$ cat config.mk
export PLATFORM = sky130hd
export DESIGN_NAME = asteroid_field
export DESIGN_NICKNAME = d
export VERILOG_FILES = /design/src/rtl/asteroid_pkg.sv /design/src/rtl/asteroid_field_lfsr16.sv /design/src/rtl/asteroid_field.sv
export SDC_FILE = /design/constraint.sdc
export NUM_CORES = 1
export LEC_CHECK = 0
export BUFFER_PORTS_ARGS = -buffer_cell sky130_fd_sc_hd__buf_2
export CELL_PAD_IN_SITES_DETAIL_PLACEMENT = 0
export CELL_PAD_IN_SITES_GLOBAL_PLACEMENT = 1
export CORE_MARGIN = 2
export CORE_UTILIZATION = 39
export DETAILED_ROUTE_END_ITERATION = 16
export GPL_TIMING_DRIVEN = 0
export HOLD_SLACK_MARGIN = 0.15
export PLACE_DENSITY = 0.79
export SYNTH_ARGS = -nofsm -noshare
export SYNTH_HDL_FRONTEND = slang
export SYNTH_SLANG_ARGS = --single-unit
$ cat constraint.sdc
create_clock -name cin -period 2.6 [get_ports cin]
set_input_delay 0.26 -clock cin [delete_from_list [all_inputs] [get_ports cin]]
set_output_delay 0.26 -clock cin [all_outputs]
set_load 0.02 [all_outputs]
$ cat src/rtl/asteroid_pkg.sv
// Shared types and helpers for the asteroid_field block.
//   state_t    : game FSM states
//   LFSR_TAPS  : Galois feedback mask for the 16-bit spawn LFSR
//   lfsr_step  : one right-shift Galois step
//   fidx       : flat field index of (row, lane)
package asteroid_pkg;
  typedef enum logic [1:0] {IDLE, RUN, OVER} state_t;

  localparam logic [15:0] LFSR_TAPS = 16'hB400;

  function automatic logic [15:0] lfsr_step(input logic [15:0] l);
    return l[0] ? ((l >> 1) ^ LFSR_TAPS) : (l >> 1);
  endfunction

  function automatic int fidx(input int r, input int l, input int lanes);
    return r * lanes + l;
  endfunction
endpackage

$ cat src/rtl/asteroid_field_lfsr16.sv
// Free-running 16-bit Galois LFSR, advanced once per enable cycle.
//   cin    : clock
//   resetn : async active-low reset, loads SEED
//   en     : advance enable (the game tick)
//   q      : current LFSR state
module lfsr16
  import asteroid_pkg::*;
#(
  parameter logic [15:0] SEED = 16'hACE1
) (
  input  logic        cin,
  input  logic        resetn,
  input  logic        en,
  output logic [15:0] q
);
  always_ff @(posedge cin or negedge resetn) begin
    if (!resetn)  q <= SEED;
    else if (en)  q <= lfsr_step(q);
  end
endmodule

$ cat src/rtl/asteroid_field.sv
// Falling-asteroid playfield: LANES x ROWS occupancy grid shifted down one
// row per tick, random single-asteroid spawns into row 0, collision check
// against the player in the bottom row and a saturating dodge score.
//   cin, resetn  : clock, async active-low reset
//   tick         : advance pulse (every high cycle is a tick)
//   start        : begin / restart game (level)
//   player_lane  : player's lane in the bottom row
//   field        : grid, bit r*LANES+l = asteroid at row r, lane l
//   score        : asteroids dodged, saturating
//   game_over    : high in OVER
//   hit          : one-cycle pulse on collision
module asteroid_field
  import asteroid_pkg::*;
#(
  parameter int          LANES    = 4,
  parameter int          ROWS     = 8,
  parameter int          SCORE_W  = 8,
  parameter int          SPAWN_TH = 8,
  parameter logic [15:0] SEED     = 16'hACE1,
  localparam int         LW       = $clog2(LANES)
) (
  input  logic                  cin,
  input  logic                  resetn,
  input  logic                  tick,
  input  logic                  start,
  input  logic [LW-1:0]         player_lane,
  output logic [LANES*ROWS-1:0] field,
  output logic [SCORE_W-1:0]    score,
  output logic                  game_over,
  output logic                  hit
);
  localparam int BOT = fidx(ROWS - 1, 0, LANES);
  // adder wide enough for both the score and a full-row popcount
  localparam int AW  = ((SCORE_W > LW) ? SCORE_W : LW) + 1;
  localparam logic [AW:0] SMAX = (AW+1)'({SCORE_W{1'b1}});
  localparam logic [4:0]  TH   = SPAWN_TH[4:0];

  state_t            st;
  logic [15:0]       lq, ln;
  logic [LANES-1:0]  bot, new_row;
  logic [AW-1:0]     pc;
  logic [AW:0]       sum;
  logic              collide;

  lfsr16 #(.SEED(SEED)) u_lfsr (
    .cin    (cin),
    .resetn (resetn),
    .en     (tick),
    .q      (lq)
  );

  // spawn decision uses the value the LFSR takes on this tick
  assign ln      = lfsr_step(lq);
  assign bot     = field[BOT +: LANES];
  assign collide = bot[player_lane];

  always_comb begin
    new_row = '0;
    if ({1'b0, ln[3:0]} < TH) new_row[ln[4 +: LW]] = 1'b1;
  end

  always_comb begin
    pc = '0;
    for (int i = 0; i < LANES; i++) pc = pc + AW'(bot[i]);
    sum = (AW+1)'(score) + (AW+1)'(pc);
  end

  always_ff @(posedge cin or negedge resetn) begin
    if (!resetn) begin
      st        <= IDLE;
      field     <= '0;
      score     <= '0;
      game_over <= 1'b0;
      hit       <= 1'b0;
    end else begin
      hit <= 1'b0;
      case (st)
        IDLE: if (start) begin
          st    <= RUN;
          field <= '0;
          score <= '0;
        end
        RUN: begin
          // collision has priority over a same-cycle tick: grid and score freeze
          if (collide) begin
            hit       <= 1'b1;
            game_over <= 1'b1;
            st        <= OVER;
          end else if (tick) begin
            score <= (sum > SMAX) ? {SCORE_W{1'b1}} : sum[SCORE_W-1:0];
            field <= {field[BOT-1:0], new_row};
          end
        end
        OVER: if (start) begin
          st        <= RUN;
          field     <= '0;
          score     <= '0;
          game_over <= 1'b0;
        end
        default: st <= IDLE;
      endcase
    end
  end
endmodule

# Word-level counts from Yosys, hierarchy flattened
# Index checks and enable logic that the tools add are counted.
# totals
register_bits	60
inputBits	6
out_inout_bits	42
word_cells	54
# op_classes
addsub	4
magnitude_cmp	5
eq_ne	7
mux	23
bitwise_logic	1
reduce_logical	8
# op_table
operator	count
two-way mux 32 bit	3
case mux 32 bit (2 select lines)	1
two-way mux 8 bit	4
two-way mux 16 bit	1
case mux 8 bit (2 select lines)	1
adder 8 x 4 -> 9 bit	1
greater-than comparator 9 x 8 -> 1 bit (second input constant)	1
!= test 2 bit (second input constant)	4
less-than comparator 2 x 3 -> 1 bit (second input constant)	2
two-way mux 1 bit	6
adder 3 x 1 -> 4 bit	1
less-than comparator 4 bit (second input constant)	1
two-way mux 2 bit	2
two-way mux 4 bit	1
NOT 3 -> 4 bit	1
case mux 2 bit (2 select lines)	1
AND reduction 4 bit	1
nonzero test 2 bit	2
adder 2 x 1 -> 3 bit	1
AND reduction 3 bit	1
adder 1 x 1 -> 2 bit	1
binary-select mux 1 bit (select 2 bit)	1
demux 1 bit (select 2 bit)	1
equality test 2 x 1 -> 1 bit (second input constant)	1
other kinds (8)	8

# Longest topological paths before layout
# logic_depth
depth_word	10
ltp_mapped	9
ltp_nobuf	9

# Hierarchy
# Synthesis repeated with hierarchy kept, for this count alone.
# unflattened
cells_unflattened	194
area_unflattened_um2	2573.7
# modules_own_cells
module	n_inst	cells_per_inst	area_each_um2	seq_area_each_um2
asteroid_field	1	154	1918.1	1101.1
lfsr16	1	40	655.6	410.4

# Worst setup path before layout
# No wires, ideal clock.
# synth_timing
kind	register -> register
startpoint	register field[28]
endpoint	register score[6]
setup_ns	0.120
t_arrival_ns	2.554
t_required_ns	2.480
setup_slack_ns	-0.074
path_stages_with_launch	10
path_buffers	0
period_less_slack_ns	2.674
path_cell_list	dfrtp_1 -> fa_1 -> inv_1 -> fa_1 -> inv_1 -> fa_1 -> and4_1 -> or3b_2 -> a21oi_1 -> nor2_1
# synth_between
elab_chain_len	9
word_cells_on_any_way	13
classes_between	4 x add/sub; 1 x order compare; 1 x eq/ne; 6 x mux; 1 x reduce/logical
# synth_rtl
element	line	text
from (decl)	asteroid_field.sv:27	output logic [LANES*ROWS-1:0] field,
from (signal assigned)	asteroid_field.sv:91	field <= {field[BOT-1:0], new_row};
adder 1 x 1 -> 2 bit	asteroid_field.sv:64	for (int i = 0; i < LANES; i++) pc = pc + AW'(bot[i]);
adder 2 x 1 -> 3 bit	asteroid_field.sv:64	
adder 3 x 1 -> 4 bit	asteroid_field.sv:64	
adder 8 x 4 -> 9 bit	asteroid_field.sv:65	sum = (AW+1)'(score) + (AW+1)'(pc);
greater-than comparator 9 x 8 -> 1 bit	asteroid_field.sv:90	score <= (sum > SMAX) ? {SCORE_W{1'b1}} : sum[SCORE_W-1:0];
two-way mux 8 bit	asteroid_field.sv:90	
two-way mux 8 bit	asteroid_field.sv:89	end else if (tick) begin
two-way mux 8 bit	asteroid_field.sv:85	if (collide) begin
case mux 8 bit (2 select lines)	asteroid_field.sv:77	case (st)
to (signal assigned)	asteroid_field.sv:90	
to (decl)	asteroid_field.sv:28	output logic [SCORE_W-1:0] score,
# Several ways; a longest one is shown, not always the timed one. The select of a mux whose other input is x is not followed.
# A chain may end at the register's enable or synchronous reset.

# Worst setup path after layout
# Same ends and word-level chain as after synthesis.

==> impl_summary.txt <==
----------------------------------------------------
[Worst setup path]
  Signal arrival time at the worst endpoint ... ~2.8 ns
  Launching element of the worst setup path ... field[28]
  Largest delay contributor family on the critical path ... adder cells
  Type of origin of the critical path ... flip-flop
  Crit path buffers/inverters ... 2
  CP max FO ... 4
  Nature of the critical path endpoint ... flip-flop
  List of cells traversed by the critical path ... fa_1 > inv_2 > fa_2 > inv_2 > fa_2 > and4_4 > or3b_4 > a21oi_2 > nor2_1
  Worst Path Class, Setup ... flip-flop to flip-flop
  Required time at the endpoint of the critical path ... around 2.8 ns
  Source of the worst register-to-register timing path ... field[28]
  Cell with the biggest individual delay on the critical path ... sky130_fd_sc_hd__fa_1
  Maximum cell stage delay along the critical path ... ~0.55 ns

[STA]
  Time the worst path needs with I/O delays and setup ... 2.55 ns
  Highest clock rate ... 391 MHz
  Number of pins exceeding their max-slew limit in the final report ... 0
  Pin slew with the least headroom to its limit ... 0.740 ns
  Finish-stage setup viols ... 0
  RSZ-0062 raised after global routing ... yes
  Final WS setup ... ~0.046 ns
  Normalized max-slew margin ... between 50 and 60%
  Setup skew after layout ... a little under 0.005 ns
  Final hold vios ... 0
  Final period util ... between 90% and 100%

[Hold path]
  Worst min-delay path category ... input port to flip-flop
  Hold path startpoint ... player_lane[1]

[GRT]
  First-pass GRT wire length ... 8580 um
  Via count of the first global-routing pass ... 1745
  Total global routing overflow ... 0
  Maximum number of pins on one net before global-route repair ... around 60
  Global-route total usage across every layer ... approximately 16%
  Number of antenna violations at the first check in global routing ... 0

[Clock network]
  Clk Latency, worst-skew pair ... between 0.3 and 0.4 ns
  CTS tree ... yes
  Worst-path clk slew ... ~0.070 ns
  Deepest level of the CTS H-tree ... 3
  CTS buffer count ... 9
  Clock Sink Count ... 60
  Clock Tree Root ... sky130_fd_sc_hd__clkbuf_8
  Maximum number of buffers from clock root to sink ... 2

[Routing]
  Vias per cell ... ~5.3
  Detailed Route Iter0 Violations ... between 60 and 70
  Post-route antenna net violation count ... 0
  Residual DRC ... 0
  Routed wire length ... ~5000 um
  Number of detailed-route iterations in the first pass ... 4
  Via count ... between 1500 and 2000
  Average wire per cell in the routed design ... between 15 and 20 um

[Placement]
  Inst Count DP ... ~310
  Dpl ws ... -0.0383 ns
  Detailed Place HPWL ... around 3500 um
  Cell area after placement ... 2840 um^2
  Final GP Congestion ... ~0.83
  Count of buffers from port buffering ... 47

[Logic synthesis]
  Synth Instances ... 190
  Number of enable-type register cells in the synthesized netlist ... 0
  Syn Nets ... 200
  Number of warnings printed during yosys synthesis ... 0
  Synth top area cells ... sky130_fd_sc_hd__dfrtp_1, sky130_fd_sc_hd__a22o_1, sky130_fd_sc_hd__dfstp_2
  Flop and latch count out of synthesis ... 60
  Synthesized area divided by synthesized cell count ... roughly 13 um^2
  Area share of the leading cell type in the synthesized netlist ... between 50% and 60%
  Count of different cell masters after synthesis ... 35
  Largest area contributor in the netlist ... sky130_fd_sc_hd__dfrtp_1
  Netlist area before placement ... roughly 2500 um^2
  Part of the Yosys area used for sequential elements ... 60.5%
  Main flop type after synthesis ... sky130_fd_sc_hd__dfrtp_1
  Share of flip-flops with an asynchronous set or reset after synthesis ... 100%

[Run]
  Max-capacitance violation count ... 0

[Cells and area]
  Area Growth Syn to Fin ... 23.4%
  Final core utilization ... between 40% and 50%
  Final Instance Area ... approximately 3100 um^2
  Non-filler cells, final ... ~330
  Layout cell share with drive strength beyond 1 ... roughly two fifths
  Number of diodes ... 0
  Final net count ... roughly 260
  Fill cell count ... around 590

[Pwr]
  Leakage power total ... roughly 1.6 nW
  Pwr dens ... 1230 nW/um^2
  Worst VDD drop ... between 0.6 and 0.7 mV
  Pwr Total ... 3.79 mW

[Floorplanning]
  Rows ... 29
  Area of the die ... 7070 um^2
  X dimension of the die ... 84.1 um
  Initial standard-cell utilization of the core ... 39.8%
  Area of the core region ... about 6300 um^2
  Total I/O pin count ... 48
  Die Y ... between 80 and 90 um

[Outcome]
  Run status ... finished, final reports clean

----------------------------------------------------
[layer usage]
layer	global-route usage [%]	share of wire, %	routed length, um
met5	0	0	0
met1	20.2	46	2370
met4	7.92	2.3	116
met3	4.15	4.6	236
met2	24.3	47	2430
[per-stage QoR]
step / setup TNS (ns) / hold WS, ns
after floorplan: 0 / -0.0356
after global placement: -0.0427 / 0.461
after detailed placement: -0.0383 / 0.468
after CTS: 0 / 0.261
after global routing: -0.135 / 0.413
final: 0 / 0.400
[state kept, by name, indices dropped and copies added (netlist names)]
register	flops
field	32
u_lfsr.q	16
score	8
st	2
game_over	1
hit	1
[cell usage in the layout (no fill, tap or decap), types with 2 or more instances in the layout]
cell,Yosys,layout
sky130_fd_sc_hd__dfrtp_2,0,2
sky130_fd_sc_hd__nor2_1,6,6
sky130_fd_sc_hd__mux2_2,13,13
sky130_fd_sc_hd__buf_2,4,50
sky130_fd_sc_hd__dlygate4sd3_1,0,2
sky130_fd_sc_hd__clkinv_4,0,3
sky130_fd_sc_hd__dfstp_2,8,8
sky130_fd_sc_hd__nand2_1,9,9
sky130_fd_sc_hd__a21o_1,4,4
sky130_fd_sc_hd__a22o_1,30,30
sky130_fd_sc_hd__clkinv_2,0,2
sky130_fd_sc_hd__clkbuf_8,0,9
sky130_fd_sc_hd__nand4_1,2,2
sky130_fd_sc_hd__nand3_1,5,5
sky130_fd_sc_hd__nor2b_1,3,3
sky130_fd_sc_hd__o31ai_1,3,3
sky130_fd_sc_hd__dfrtp_1,52,50
sky130_fd_sc_hd__o211a_1,2,2
sky130_fd_sc_hd__buf_4,0,3
sky130_fd_sc_hd__inv_2,0,2
sky130_fd_sc_hd__inv_1,7,5
sky130_fd_sc_hd__xnor2_1,3,3
sky130_fd_sc_hd__clkbuf_1,5,5
sky130_fd_sc_hd__o21ai_0,7,7
sky130_fd_sc_hd__a21oi_1,7,6
sky130_fd_sc_hd__fa_2,0,2
sky130_fd_sc_hd__buf_6,2,2
[worst reg2reg max path, stage by stage, from the launching register on]
cell and delay, ns:
sky130_fd_sc_hd__dfrtp_2 0.42, sky130_fd_sc_hd__fa_1 0.55, sky130_fd_sc_hd__inv_2 0.04, sky130_fd_sc_hd__fa_2 0.36, sky130_fd_sc_hd__inv_2 0.07, sky130_fd_sc_hd__fa_2 0.23
sky130_fd_sc_hd__and4_4 0.24, sky130_fd_sc_hd__or3b_4 0.38, sky130_fd_sc_hd__a21oi_2 0.12, sky130_fd_sc_hd__nor2_1 0.05
[cell usage after synthesis (all sizes together) (4+ instances only)]
master	count
o21ai	7
a21o	4
buf	6
a22o	30
nor2	7
nand3	5
a21oi	7
mux2	13
dfrtp	52
inv	7
nand2	9
clkbuf	5
dfstp	8
[cell type report]
class                      count  area [um^2]  area share, %
sequential                    60         1510           49.1
clock inverter                 7         75.1           2.43
timing repair buffer          51          273           8.84
inverter                       7         26.3          0.852
tap                           77         96.3           3.12
clock buffer                   9          124           4.02
buffer                        11         61.3           1.99
multi-input combinational    112          915           29.7
[cells by family (layout without fill, tap and decap cells)]
group	after synthesis	count (layout)	share of synthesized area [%]
and+or+nand+nor	33	33	7.41
adders and majority gates	4	4	2.90
buffers and inverters	18	85	3.50
xor gates and xnor gates	3	3	1.05
AOI/OAI and AO/OA	58	58	17.9
muxes	14	14	6.76
DFF	60	60	60.5
[report_power, final]
group	leakage (nW)	total, mW	internal [mW]	switching [mW]
registers	0.774	1.61	1.32	0.288
clock network	0.104	0.824	0.447	0.377
logic	0.682	1.36	0.568	0.789
[path summary, 6_finish.rpt]
| kind | end | slack [ns] | cells past startpoint |
|---|---|---|---|
| min in group asynchronous | score[1] | 0.52 | 2 |
| max reg2reg | score[6] | 0.05 | 9 |
| min reg2reg | u_lfsr.q[10] | 0.49 | 2 |
| max in group asynchronous | field[28] | 1.53 | 2 |
| max | score[6] | 0.05 | 9 |
| min | st[0] | 0.40 | 3 |
[repair_timing]
action / CTS / global route
endpoints found under the setup margin: 1 / 1
pin swaps: 1 / 2
gates resized for setup: 2 / 3
endpoints found under the hold margin: 1 / 52
setup buffers: 2 / 0
hold buffers: 1 / 1
Note: power is estimated with default switching activity, not from simulation.
